## src/rtl/unidad_control_mc.sv

```systemverilog
// Multicycle control unit: FETCH/EXEC/HALT sequencer with opcode decode,
// zero-flag tracking and a small return-address stack for CALL/RET.
module unidad_control_mc #(
    parameter int OPW         = 6,
    parameter int PCW         = 10,
    parameter int STACK_DEPTH = 4
) (
    input  logic           clk,
    input  logic           reset,
    input  logic [OPW-1:0] opcode,
    input  logic           instr_valid,
    input  logic           zero,
    input  logic [PCW-1:0] pc_in,
    output logic           fetch_req,
    output logic           s_inc,
    output logic           s_inm,
    output logic           we3,
    output logic           wez,
    output logic [2:0]     Op,
    output logic [1:0]     s_pc,
    output logic           pc_we,
    output logic [PCW-1:0] ret_addr,
    output logic           halted,
    output logic           stack_err
);

    typedef enum logic [1:0] {FETCH, EXEC, HALT} state_t;

    localparam int CW = $clog2(STACK_DEPTH + 1);
    localparam int IW = (STACK_DEPTH > 1) ? $clog2(STACK_DEPTH) : 1;

    state_t         state, next_state;
    logic [OPW-1:0] ir;
    logic           zflag;
    logic [CW-1:0]  count;
    logic           err_q;
    logic [PCW-1:0] stack [STACK_DEPTH];

    logic [3:0]     cls;
    logic [1:0]     sub;
    logic           load_ir, zflag_we, push, pop, err_set;
    logic           full, empty;
    logic [IW-1:0]  top_idx, push_idx;

    assign cls      = ir[OPW-1 -: 4];
    assign sub      = ir[1:0];
    assign full     = (count == CW'(STACK_DEPTH));
    assign empty    = (count == '0);
    assign top_idx  = IW'(count - CW'(1));
    assign push_idx = IW'(count);

    // NOTE: every output and internal strobe gets a default before the case,
    // so no path through this block can leave a latch behind.
    always_comb begin
        next_state = state;
        load_ir    = 1'b0;
        zflag_we   = 1'b0;
        push       = 1'b0;
        pop        = 1'b0;
        err_set    = 1'b0;
        fetch_req  = 1'b0;
        s_inc      = 1'b0;
        s_inm      = 1'b0;
        we3        = 1'b0;
        wez        = 1'b0;
        Op         = 3'b000;
        s_pc       = 2'b00;
        pc_we      = 1'b0;
        ret_addr   = '0;
        halted     = 1'b0;
        stack_err  = 1'b0;

        // Reset low silences every output and suppresses all state updates.
        if (reset) begin
            case (state)
                FETCH: begin
                    fetch_req = 1'b1;
                    if (instr_valid) begin
                        load_ir    = 1'b1;
                        next_state = EXEC;
                    end
                end
                EXEC: begin
                    next_state = FETCH;
                    pc_we      = 1'b1;
                    case (cls)
                        4'b0000: begin s_inm = 1'b1; we3 = 1'b1; Op = 3'b000; end
                        4'b0001: begin s_inm = 1'b1; we3 = 1'b1; Op = 3'b010; end
                        4'b0010: begin s_inm = 1'b1; we3 = 1'b1; Op = 3'b011; end
                        4'b0011: begin s_inm = 1'b1; we3 = 1'b1; Op = 3'b110; end
                        4'b1100: s_pc = 2'b01;
                        4'b1101: if (zflag)  s_pc = 2'b01;
                        4'b1110: if (!zflag) s_pc = 2'b01;
                        4'b1111: begin
                            case (sub)
                                2'b00: begin
                                    // A CALL on a full stack degrades to a NOP.
                                    if (full) err_set = 1'b1;
                                    else begin push = 1'b1; s_pc = 2'b01; end
                                end
                                2'b01: begin
                                    if (empty) err_set = 1'b1;
                                    else begin pop = 1'b1; s_pc = 2'b10; end
                                end
                                2'b10: ;
                                default: begin
                                    next_state = HALT;
                                    pc_we      = 1'b0;
                                end
                            endcase
                        end
                        default: begin
                            we3 = 1'b1;
                            Op  = 3'(cls - 4'd4);
                        end
                    endcase
                    wez      = (cls >= 4'b0001) && (cls <= 4'b1011);
                    zflag_we = wez;
                    s_inc    = pc_we && (s_pc == 2'b00);
                end
                HALT:    halted = 1'b1;
                default: next_state = FETCH;
            endcase
            ret_addr  = empty ? '0 : stack[top_idx];
            stack_err = err_q | err_set;
        end
    end

    // NOTE: state updates use non-blocking assignments so every register
    // samples the pre-edge values regardless of statement order.
    always_ff @(posedge clk) begin
        if (!reset) begin
            state <= FETCH;
            ir    <= '0;
            zflag <= 1'b0;
            count <= '0;
            err_q <= 1'b0;
        end else begin
            state <= next_state;
            if (load_ir)  ir    <= opcode;
            if (zflag_we) zflag <= zero;
            if (push)     count <= count + CW'(1);
            else if (pop) count <= count - CW'(1);
            if (err_set)  err_q <= 1'b1;
        end
    end

    // NOTE: stack storage has no reset; entries above count are never read,
    // so clearing count alone is enough.
    always_ff @(posedge clk) begin
        if (push) stack[push_idx] <= pc_in + PCW'(1);
    end

endmodule

```

## config.mk

```make
export PLATFORM = sky130hd
export DESIGN_NAME = unidad_control_mc
export DESIGN_NICKNAME = d
export VERILOG_FILES = /design/src/rtl/unidad_control_mc.sv
export SDC_FILE = /design/constraint.sdc
export NUM_CORES = 1
export LEC_CHECK = 0
export CAP_MARGIN = 10
export CORE_UTILIZATION = 55
export CTS_BUF_LIST = sky130_fd_sc_hd__clkbuf_8
export DETAILED_ROUTE_END_ITERATION = 8
export PLACE_DENSITY = 0.82
export SLEW_MARGIN = 15
export SYNTH_ARGS = -nofsm -noshare
export SYNTH_HDL_FRONTEND = slang
export SYNTH_SLANG_ARGS = --single-unit
```

## constraint.sdc

```tcl
create_clock -name clk -period 3.5 [get_ports clk]
set_input_delay 0.875 -clock clk [delete_from_list [all_inputs] [get_ports clk]]
set_output_delay 0.875 -clock clk [all_outputs]
set_load 0.01 [all_outputs]
```

Word-level counts from Yosys, hierarchy flattened
Memories as Yosys holds them, arrays and structs flattened.
Index checks and enable logic that the tools add are counted.
{"block": "op_classes", "addsub": 4, "order_cmp": 2, "n_eq_ne": 13, "n_mux": 64, "bitwise_logic": 2, "reduce_logical": 13}
{"cell": "$mux W1", "n": 45}
{"cell": "$mux W10", "n": 2}
{"cell": "$eq A4 B4 Y1 const B", "n": 4}
{"cell": "$mux W2", "n": 8}
{"cell": "$mux W3", "n": 4}
{"cell": "$pmux W3 S4", "n": 1}
{"cell": "$add A10 B1 Y10 const B", "n": 1}
{"cell": "$eq A4 B2 Y1 const B", "n": 2}
{"cell": "$pmux W2 S4", "n": 1}
{"cell": "$reduce_or A4 Y1", "n": 2}
{"cell": "$logic_not A2 Y1", "n": 3}
{"cell": "$pmux W2 S3", "n": 1}
{"cell": "$reduce_or A5 Y1", "n": 1}
{"cell": "$eq A2 B1 Y1 const B", "n": 2}
{"cell": "$eq A2 B2 Y1 const B", "n": 2}
{"cell": "$eq A4 B1 Y1 const B", "n": 1}
{"cell": "$ge A4 B1 Y1 const B", "n": 1}
{"cell": "$le A4 B4 Y1 const B", "n": 1}
{"cell": "$logic_not A4 Y1", "n": 1}
{"cell": "$pmux W2 S2", "n": 1}
{"cell": "$add A3 B1 Y3 const B", "n": 1}
{"cell": "$eq A3 B3 Y1 const B", "n": 1}
{"cell": "$logic_not A3 Y1", "n": 1}
{"cell": "$reduce_or A3 Y1", "n": 1}
{"cell": "other kinds (9)", "n": 10}
{"block": "word_totals", "register_bits": 13, "mem_bits_rw": 40, "inputBits": 20, "output_inout_bits": 23, "wordCells": 104, "mem_count": 1}
{"name": "stack", "words": 4, "width": 10, "read_ports": 1, "rd_ports_with_merged_regs": 0, "write_ports": 1, "line_no": "37", "text": "logic [PCW-1:0] stack [STACK_DEPTH];"}

Depth between registers and ports, before layout
Gate-level depths: netlist (run 1).
{"block": "logic_depth", "word_depth": 10, "depth_mapped": 7, "depth_no_buf": 6}

Least setup slack after synthesis (run 1)
OpenSTA, ideal clock, no wires.
{"block": "synth_path", "kind": "register to output", "from": "register count[0]", "to": "output port ret_addr[0]", "t_arrival_ps": 1986, "t_required_ps": 2625, "slack_ps": 639, "path_stages_with_launch": 7, "path_buffers": 2, "cell_sequence": "dfxtp_1 > buf_4 > inv_1 > ha_1 > buf_1 > mux4_2 > and3_1"}
{"block": "synth_between", "elab_chain_cells": 4, "word_cells_on_any_way": 5}
{"element": "start: declaration", "line_no": "35", "text": "logic [CW-1:0] count;"}
{"element": "start signal: assignment", "line_no": "142", "text": "if (push) count <= count + CW'(1);"}
{"element": "start signal: assignment", "line_no": "143", "text": "else if (pop) count <= count - CW'(1);"}
{"element": "$sub A3 B1 Y3"}
{"element": "$mem_v2 Z4 W10"}
{"element": "$mux W10 (*)", "line_no": "124", "text": "ret_addr = empty ? '0 : stack[top_idx];"}
{"element": "$mux W10 (*)", "line_no": "74", "text": "if (reset) begin"}
{"element": "end: declaration", "line_no": "22", "text": "output logic [PCW-1:0] ret_addr,"}
Every way passes the cells marked *; elsewhere a longest branch is shown, timed or not.

Final worst setup path (run 1)
{"block": "layout_path", "from": "input port reset", "to": "output port stack_err"}
{"block": "layout_between", "elab_chain_cells": 1}
{"element": "start: declaration", "line_no": "9", "text": "input logic reset,"}
{"element": "$mux W1", "line_no": "74"}
{"element": "end: declaration", "line_no": "24", "text": "output logic stack_err"}
Every way passes these cells.

==> run metrics, run 1 <==
Die W=70.18 um; most common cell after layout, fill and taps aside=clkdlybuf4s50_1; TritonRoute pass-1 iters=4; Area growth, synth to finish=22.71%; P_leak=0.001132 uW; synth top area cells=edfxtp_1 47%, dfxtp_1 10%, mux4_2 8.8%, ha_1 4.9%, nor2_1 3.2%; CP required=2.62 ns; Hold WC Path Type=reg2reg; number of remaining DRC errors=0; mux cell area share after synthesis=10.77%; CP Cell Sequence=clkdlybuf4s50_1 > and3b_4 > and2_4 > a32o_1 > clkdlybuf4s50_1; commonest non-fill, non-tap cells in the layout=42 x clkdlybuf4s50_1, 40 x edfxtp_1, 22 x nor2_1, 13 x dfxtp_1, 11 x and3_1; clock insertion delay at the later pin of the skew report=0.30 ns; simple-gate portion of the synthesized area=14.68%; critical path fanouts, max=6; Seq/Total Area, Yosys=57.17%; final hold viol count=0; prevailing post-synth register cell=edfxtp_1; Tot GR Track Use=20.77%; Netlist Area Pre-Place=2556 um2; overall routed net length=4631 um; vias per cell=5.724; Worst-path clk slew=0.09 ns; max frequency=295.7 MHz; core area=4414 um2; H-tree depth=2; Comb power frac=7.8%; antenna-violating nets left=0; Num Clock Sinks=53; n_diodes=0; first-pass GRT wire length=7755 um; Place WS=0.1358 ns; # nets final=271; RePlAce Congestion=0.7619; FF+latch count, synth=53; XOR/XNOR share of the synthesized area=3.084%; syn_nets=223; syn_area_per_cell=13.24 um2; initial core utilization=57.91%; critical path's slowest cell=clkdlybuf4s50_1; DR vias=1683; CTS buffer count=5; Util after Layout=71.06%; vias in the first global route=1585; min Tclk post-route=3.382 ns; WL/cell=15.75 um; main combinational cell family by area after synthesis=simple AND/OR/NAND/NOR gates; I/O pin count=43; GRT overflow=0; CTS tree=built; Die ar.=4925 um2; register share of total power=62.5%; Max Transition Viols Final=0; Async SR Flop Fraction=0%; setup total negative slack=0 ns; Clock Power Share=29.6%; IO buf count=42; Startpoint Class=primary input; hpwl dp=3342 um; Max-Cap Viols=0; row count=24; share of layout cells above drive strength 1=14.46%; outcome=complete, no violations; EDFF count, synth=40; Compound-Gate Fraction of Synth Area=7.244%; PnR worst setup slack=0.1181 ns; total power=1100 uW; initial antenna violation count=0; critical setup path kind=in2out; Crit path top cell by count=clkdlybuf4s50_1; measured slew at the worst slew-check pin=0.4382 ns; CTS Root Cell=clkbuf_8; Cell variety after synth=44; Synth Area in Adders=4.895%; largest net degree at the start of global routing=20; Iteration-0 DRC Markers=62; Pwr per Cell Area=350.5 nW/um2; relative slew slack=70.79%; Gate Count Post-Synth=193; worst vdd ir=0.2752 mV; clk buf depth=2; Pint=861.3 uW; Sw Ratio=21.66%; height of the die=70.18 um; Final period util=96.62%; CP peak stage delay=0.53 ns; critical path capture point type=primary output; net switching power=238.2 uW; leading area contributor after synthesis=edfxtp_1; unrepaired setup endpoints after global routing=false; CP Data Arrival Time=2.51 ns; Synth Warn #=0; area share of the largest cell type after synthesis=46.99%; setup violators final=0; Post-CTS Hold Buffers=0; Worst Skew=0.007832 ns
flip-flops by register name, summed over array words and instances (netlist names):
signal,cells
err_q,1
count,3
ir,6
stack,40
zflag,1
state,2
power groups by stage:
stage / clock, uW / combinational, uW / sequential [uW]
floorplan: 0 / 43.5 / 700
global placement: 0 / 84.7 / 702
detailed placement: 0 / 86.7 / 702
CTS: 332 / 87.1 / 687
global route: 354 / 96.1 / 688
finish: 326 / 86.3 / 687
worst paths after layout:
path,startpoint,to,slack (ns),cells past startpoint
setup reg to reg,count[1]$_SDFFE_PN0P_,count[1]$_SDFFE_PN0P_,1.56,6
hold / removal,err_q$_SDFFE_PN0P_,err_q$_SDFFE_PN0P_,0.49,1
hold reg to reg,err_q$_SDFFE_PN0P_,err_q$_SDFFE_PN0P_,0.49,1
setup / recovery,reset,stack_err,0.12,5
metrics by stage:
stage                     hold WS, ns  cell area [um2]  std cells
after CTS                      0.4906             3134        294
final                          0.4855             3137        294
after global placement         0.4494             3050        286
after detailed placement       0.4685             3050        286
after global routing           0.5019             3137        294
after floorplan                0.4422             2556        193
logic make-up after synthesis:
| logic type | after synthesis |
|---|---|
| AO/OA/AOI/OAI | 23 |
| XOR/XNOR | 9 |
| adder cells (fa/ha/maj) | 10 |
| buffers and inverters | 13 |
| flip-flops | 53 |
| multiplexers | 15 |
| AND/OR/NAND/NOR | 70 |
worst max-delay path: cells and delay by family:
kind                   cells  cell delay (ns)
AO/OA/AOI/OAI              1             0.16
AND/OR/NAND/NOR            2             0.43
buffers and inverters      2             1.04
per-layer routing:
layer,global-route usage (%),wire [um]
met3,6.349,266
met2,31.94,2278
met1,28.23,2029
met4,7.111,57
met5,0,0
synthesized netlist by cell type (3+ instances only):
cell	number
edfxtp_1	40
nor2_1	22
dfxtp_1	13
and3_1	11
ha_1	10
mux4_2	10
nand2_1	10
nand3_1	9
a21oi_1	8
inv_1	6
mux2i_1	5
xnor2_1	5
xor2_1	4
and3_2	3
nor3_1	3
final cells by class:
cell class,count,area [um2]
clock buffer,5,68.82
clock inverter,3,15.01
fill,311,1277
inverter,7,26.28
multi-input combinational,127,1042
sequential,53,1461
tap,52,65.06
timing repair buffer,47,457.9
timing repair:
item / 4_1_cts / 5_1_grt
setup buffers: 0 / 0
resized for setup: 0 / 1
setup endpoints to repair: 0 / 3
Power figures use the tool's default switching activity.
==> run 2: changes to the inputs <==
Settings changed: ABC_AREA set to 0, SKIP_CTS_REPAIR_TIMING set to 1.
==> results of run 2 <==
Final layout, timing and power as in run 1 (identical DEF).
==> run 3: changes to the inputs <==
Settings changed: ABC_AREA 0 to 1.
==> run 3 against run 2 <==
Against the previous run: the flow now finishes with violations (design-rule violations); via count rose by 21%; first-iteration DRC count grew 40%; power grew 2.0%; core utilization rose by 1.6 points; synthesized cell count up 39%; critical endpoint is now ret_addr[4]; final area rose by 3.0%; sequential share of layout area fell by 1.4 points; flip-flop and latch count is the same; wire length increased by 19%; global-route usage is 3.5 points higher; highest routed layer unchanged; die area is 1.2% higher; register-to-register slack better by 0.06 ns.
==> run metrics, run 3 <==
reg-to-reg endpoint=stack[2][4]$_DFFE_PP_; most crowded layer after global routing=met2; EDFF count, synth=40 (unchanged); Sequential Area=1461 um2 (unchanged); Seq/Total Area, Yosys=56.45% (-0.72 points); critical path capture point type=primary output; Cell variety after synth=31 (-30%); Pint=867.1 uW (+0.67%); final hold viol count=0 (unchanged); IO buf count=42 (unchanged); Final period util=97.08% (+0.46 points); largest net degree at the start of global routing=24 (+20%); top cells by count, synth=56 x nor2_1, 40 x edfxtp_1, 27 x o21ai_0; core area=4444 um2 (+0.68%); setup total negative slack=0 ns (unchanged); antenna-violating nets left=0 (unchanged); outcome=finished, violations left; area share of the largest cell type after synthesis=46.40% (-0.59 points); Gate Count Post-Synth=268 (+39%); prevailing post-synth register cell=edfxtp_1; overall routed net length=5509 um (+19%); syn_nets=298 (+34%); CTS Root Cell=clkbuf_8; CTS buffer count=5 (unchanged); worst hold endpoint=err_q$_SDFFE_PN0P_; Worst-path clk slew=0.09 ns (about the same); Area growth, synth to finish=24.79%; Worst Skew=0.006599 ns (-0.001233 ns); Die W=70.61 um (+0.61%); I/O pin count=43 (unchanged); most common cell after layout, fill and taps aside=nor2_1; net switching power=254.9 uW (+7.0%); setup violators final=0 (unchanged); Async SR Flop Fraction=0% (unchanged); commonest non-fill, non-tap cells in the layout=56 x nor2_1, 42 x clkdlybuf4s50_1, 40 x edfxtp_1, 27 x o21ai_0, 24 x inv_1; number of remaining DRC errors=8 (+8); P_leak=0.001248 uW (+10%); R2R cell count=8 (+2); count leader, synth=nor2_1; filler instances=336 (+8.0%); hpwl dp=3902 um (+17%); H-tree depth=2 (unchanged); clk buf depth=2 (unchanged); row count=24 (unchanged); Synth Warn #=0 (unchanged); GR met1 Demand/Resource=29.76% (+1.5 points); clock insertion delay at the later pin of the skew report=0.31 ns (about the same); Startpoint Class=primary input; Hold Path Stages=2 (+1); Top reg by flops=stack; initial core utilization=58.25% (+0.34 points); syn_area_per_cell=9.659 um2 (-27%); first-pass GRT wire length=9218 um (+19%); TritonRoute pass-1 iters=6 (+2); Max Transition Viols Final=0 (unchanged); Hold WC Path Type=reg2reg; # nets final=352 (+30%); critical path fanouts, max=10 (+4); r2r startpoint=count[1]$_SDFFE_PN0P_; Place WS=0.1075 ns (-0.02829 ns); register share of total power=61.4% (-1.1 points); share of layout cells above drive strength 1=11.49% (-3.0 points); Tot GR Track Use=24.31% (+3.5 points); DR vias=2042 (+21%); Largest register FFs=40 (unchanged); measured slew at the worst slew-check pin=0.4497 ns (+0.01153 ns); n_diodes=0 (unchanged); multi-input logic area=997.2 um2 (-4.3%); min Tclk post-route=3.398 ns (+0.01599 ns); CP Data Arrival Time=2.52 ns (about the same); critical setup path kind=in2out; Worst Min Path Start=err_q$_SDFFE_PN0P_; setup slack, reg-to-reg=1.62 ns (+0.06 ns); GRT overflow=0 (unchanged); Pwr per Cell Area=347.3 nW/um2 (-0.92%); failing checks=design-rule violations; PnR worst setup slack=0.1022 ns (-0.01599 ns); Sw Ratio=22.71% (+1.1 points); met2 Usage GRT=42.29% (+10 points); CP required=2.62 ns (about the same); FF+latch count, synth=53 (unchanged); CTS tree=built; Comb power frac=8.5% (+0.7 points); Max-Cap Viols=0 (unchanged); synth top area cells=edfxtp_1 46%, dfxtp_1 10%, nor2_1 8.1%, o21ai_0 5.2%, ha_1 4.8%; height of the die=70.61 um (+0.61%); unrepaired setup endpoints after global routing=false; leading area contributor after synthesis=edfxtp_1; met3 usage=5.698% (-0.65 points); worst vdd ir=0.2143 mV (-22%); Netlist Area Pre-Place=2589 um2 (+1.3%); Iteration-0 DRC Markers=87 (+40%); vias per cell=5.460 (-4.6%); WL/cell=14.73 um (-6.5%); vias in the first global route=2033 (+28%); Clock Power Share=30.1% (+0.5 points); Die ar.=4985 um2 (+1.2%); max frequency=294.3 MHz (-0.47%); relative slew slack=69.95% (-0.84 points); RePlAce Congestion=0.8309 (+9.1%); Num Clock Sinks=53 (unchanged); Largest regs=stack (40), ir (6), count (3); initial antenna violation count=0 (unchanged)
[run 3: cell count changes after synthesis, sizes merged, moves of 5 or more]
cell   change
a21oi     +13
and3      -14
nor2      +38
mux4      -10
nand2     +11
o21ai     +31
inv       +21
mux2i      -5
[run 3: how the worst max path moves through the flow]
stage | start | to | cells after the start
global route | reset | Op[2] | 6
floorplan | count[0]$_SDFFE_PN0P_ | ret_addr[0] | 8
CTS | reset | Op[2] | 6
finish | reset | ret_addr[4] | 5
detailed placement | reset | Op[2] | 6
global placement | reset | Op[2] | 6
[run 3: cell type report]
cell class                 count  area share, %
sequential                    53          45.24
tap                           52          2.014
timing repair buffer          55          16.03
clock inverter                 2         0.5035
multi-input combinational    180          30.87
inverter                      27          3.215
clock buffer                   5          2.130
[run 3: kinds of logic (layout without fill, tap and decap cells)]
group	Yosys count	count (layout)	synth area share [%]
AND/OR/NAND/NOR	104	104	18.75
flip-flops	53	53	56.45
adder cells (fa/ha/maj)	10	10	4.833
buffers and inverters	35	89	5.317
XOR/XNOR	10	10	3.383
AO/OA/AOI/OAI	56	56	11.26
[run 3: worst max-delay path, cell delays in order]
cell	delay, ns
clkdlybuf4s50_1	0.60
nand2_1	0.10
buf_4	0.19
a21oi_1	0.19
clkdlybuf4s50_1	0.57
[run 3: routing by layer]
metal | vias up | routed length (um)
met2 | 67 | 2815
met5 | - | 0
met4 | 0 | 53
met1 | 961 | 2354
li1 | 1008 | -
met3 | 6 | 285
[run 3: metrics by stage]
stage	hold WS, ns	instances	power, uW	utilization, %	area [um2]
floorplan	0.4179	268	748.3	-	2589
global placement	0.4388	367	792.9	70.61	3138
detailed placement	0.4403	367	797.2	70.61	3138
CTS	0.4619	374	1120	72.52	3223
global route	0.5330	374	1164	72.69	3231
finish	0.4595	374	1122	72.69	3231
[run 3: power groups by stage]
| stage | clock network, uW | registers (uW) | logic [uW] |
|---|---|---|---|
| 2_1_floorplan | 0 | 702 | 46.8 |
| 3_3_place_gp | 0 | 703 | 90.4 |
| 3_5_place_dp | 0 | 703 | 94.3 |
| 4_1_cts | 337 | 688 | 94.7 |
| 5_1_grt | 368 | 690 | 106 |
| 6_report | 338 | 689 | 95.6 |
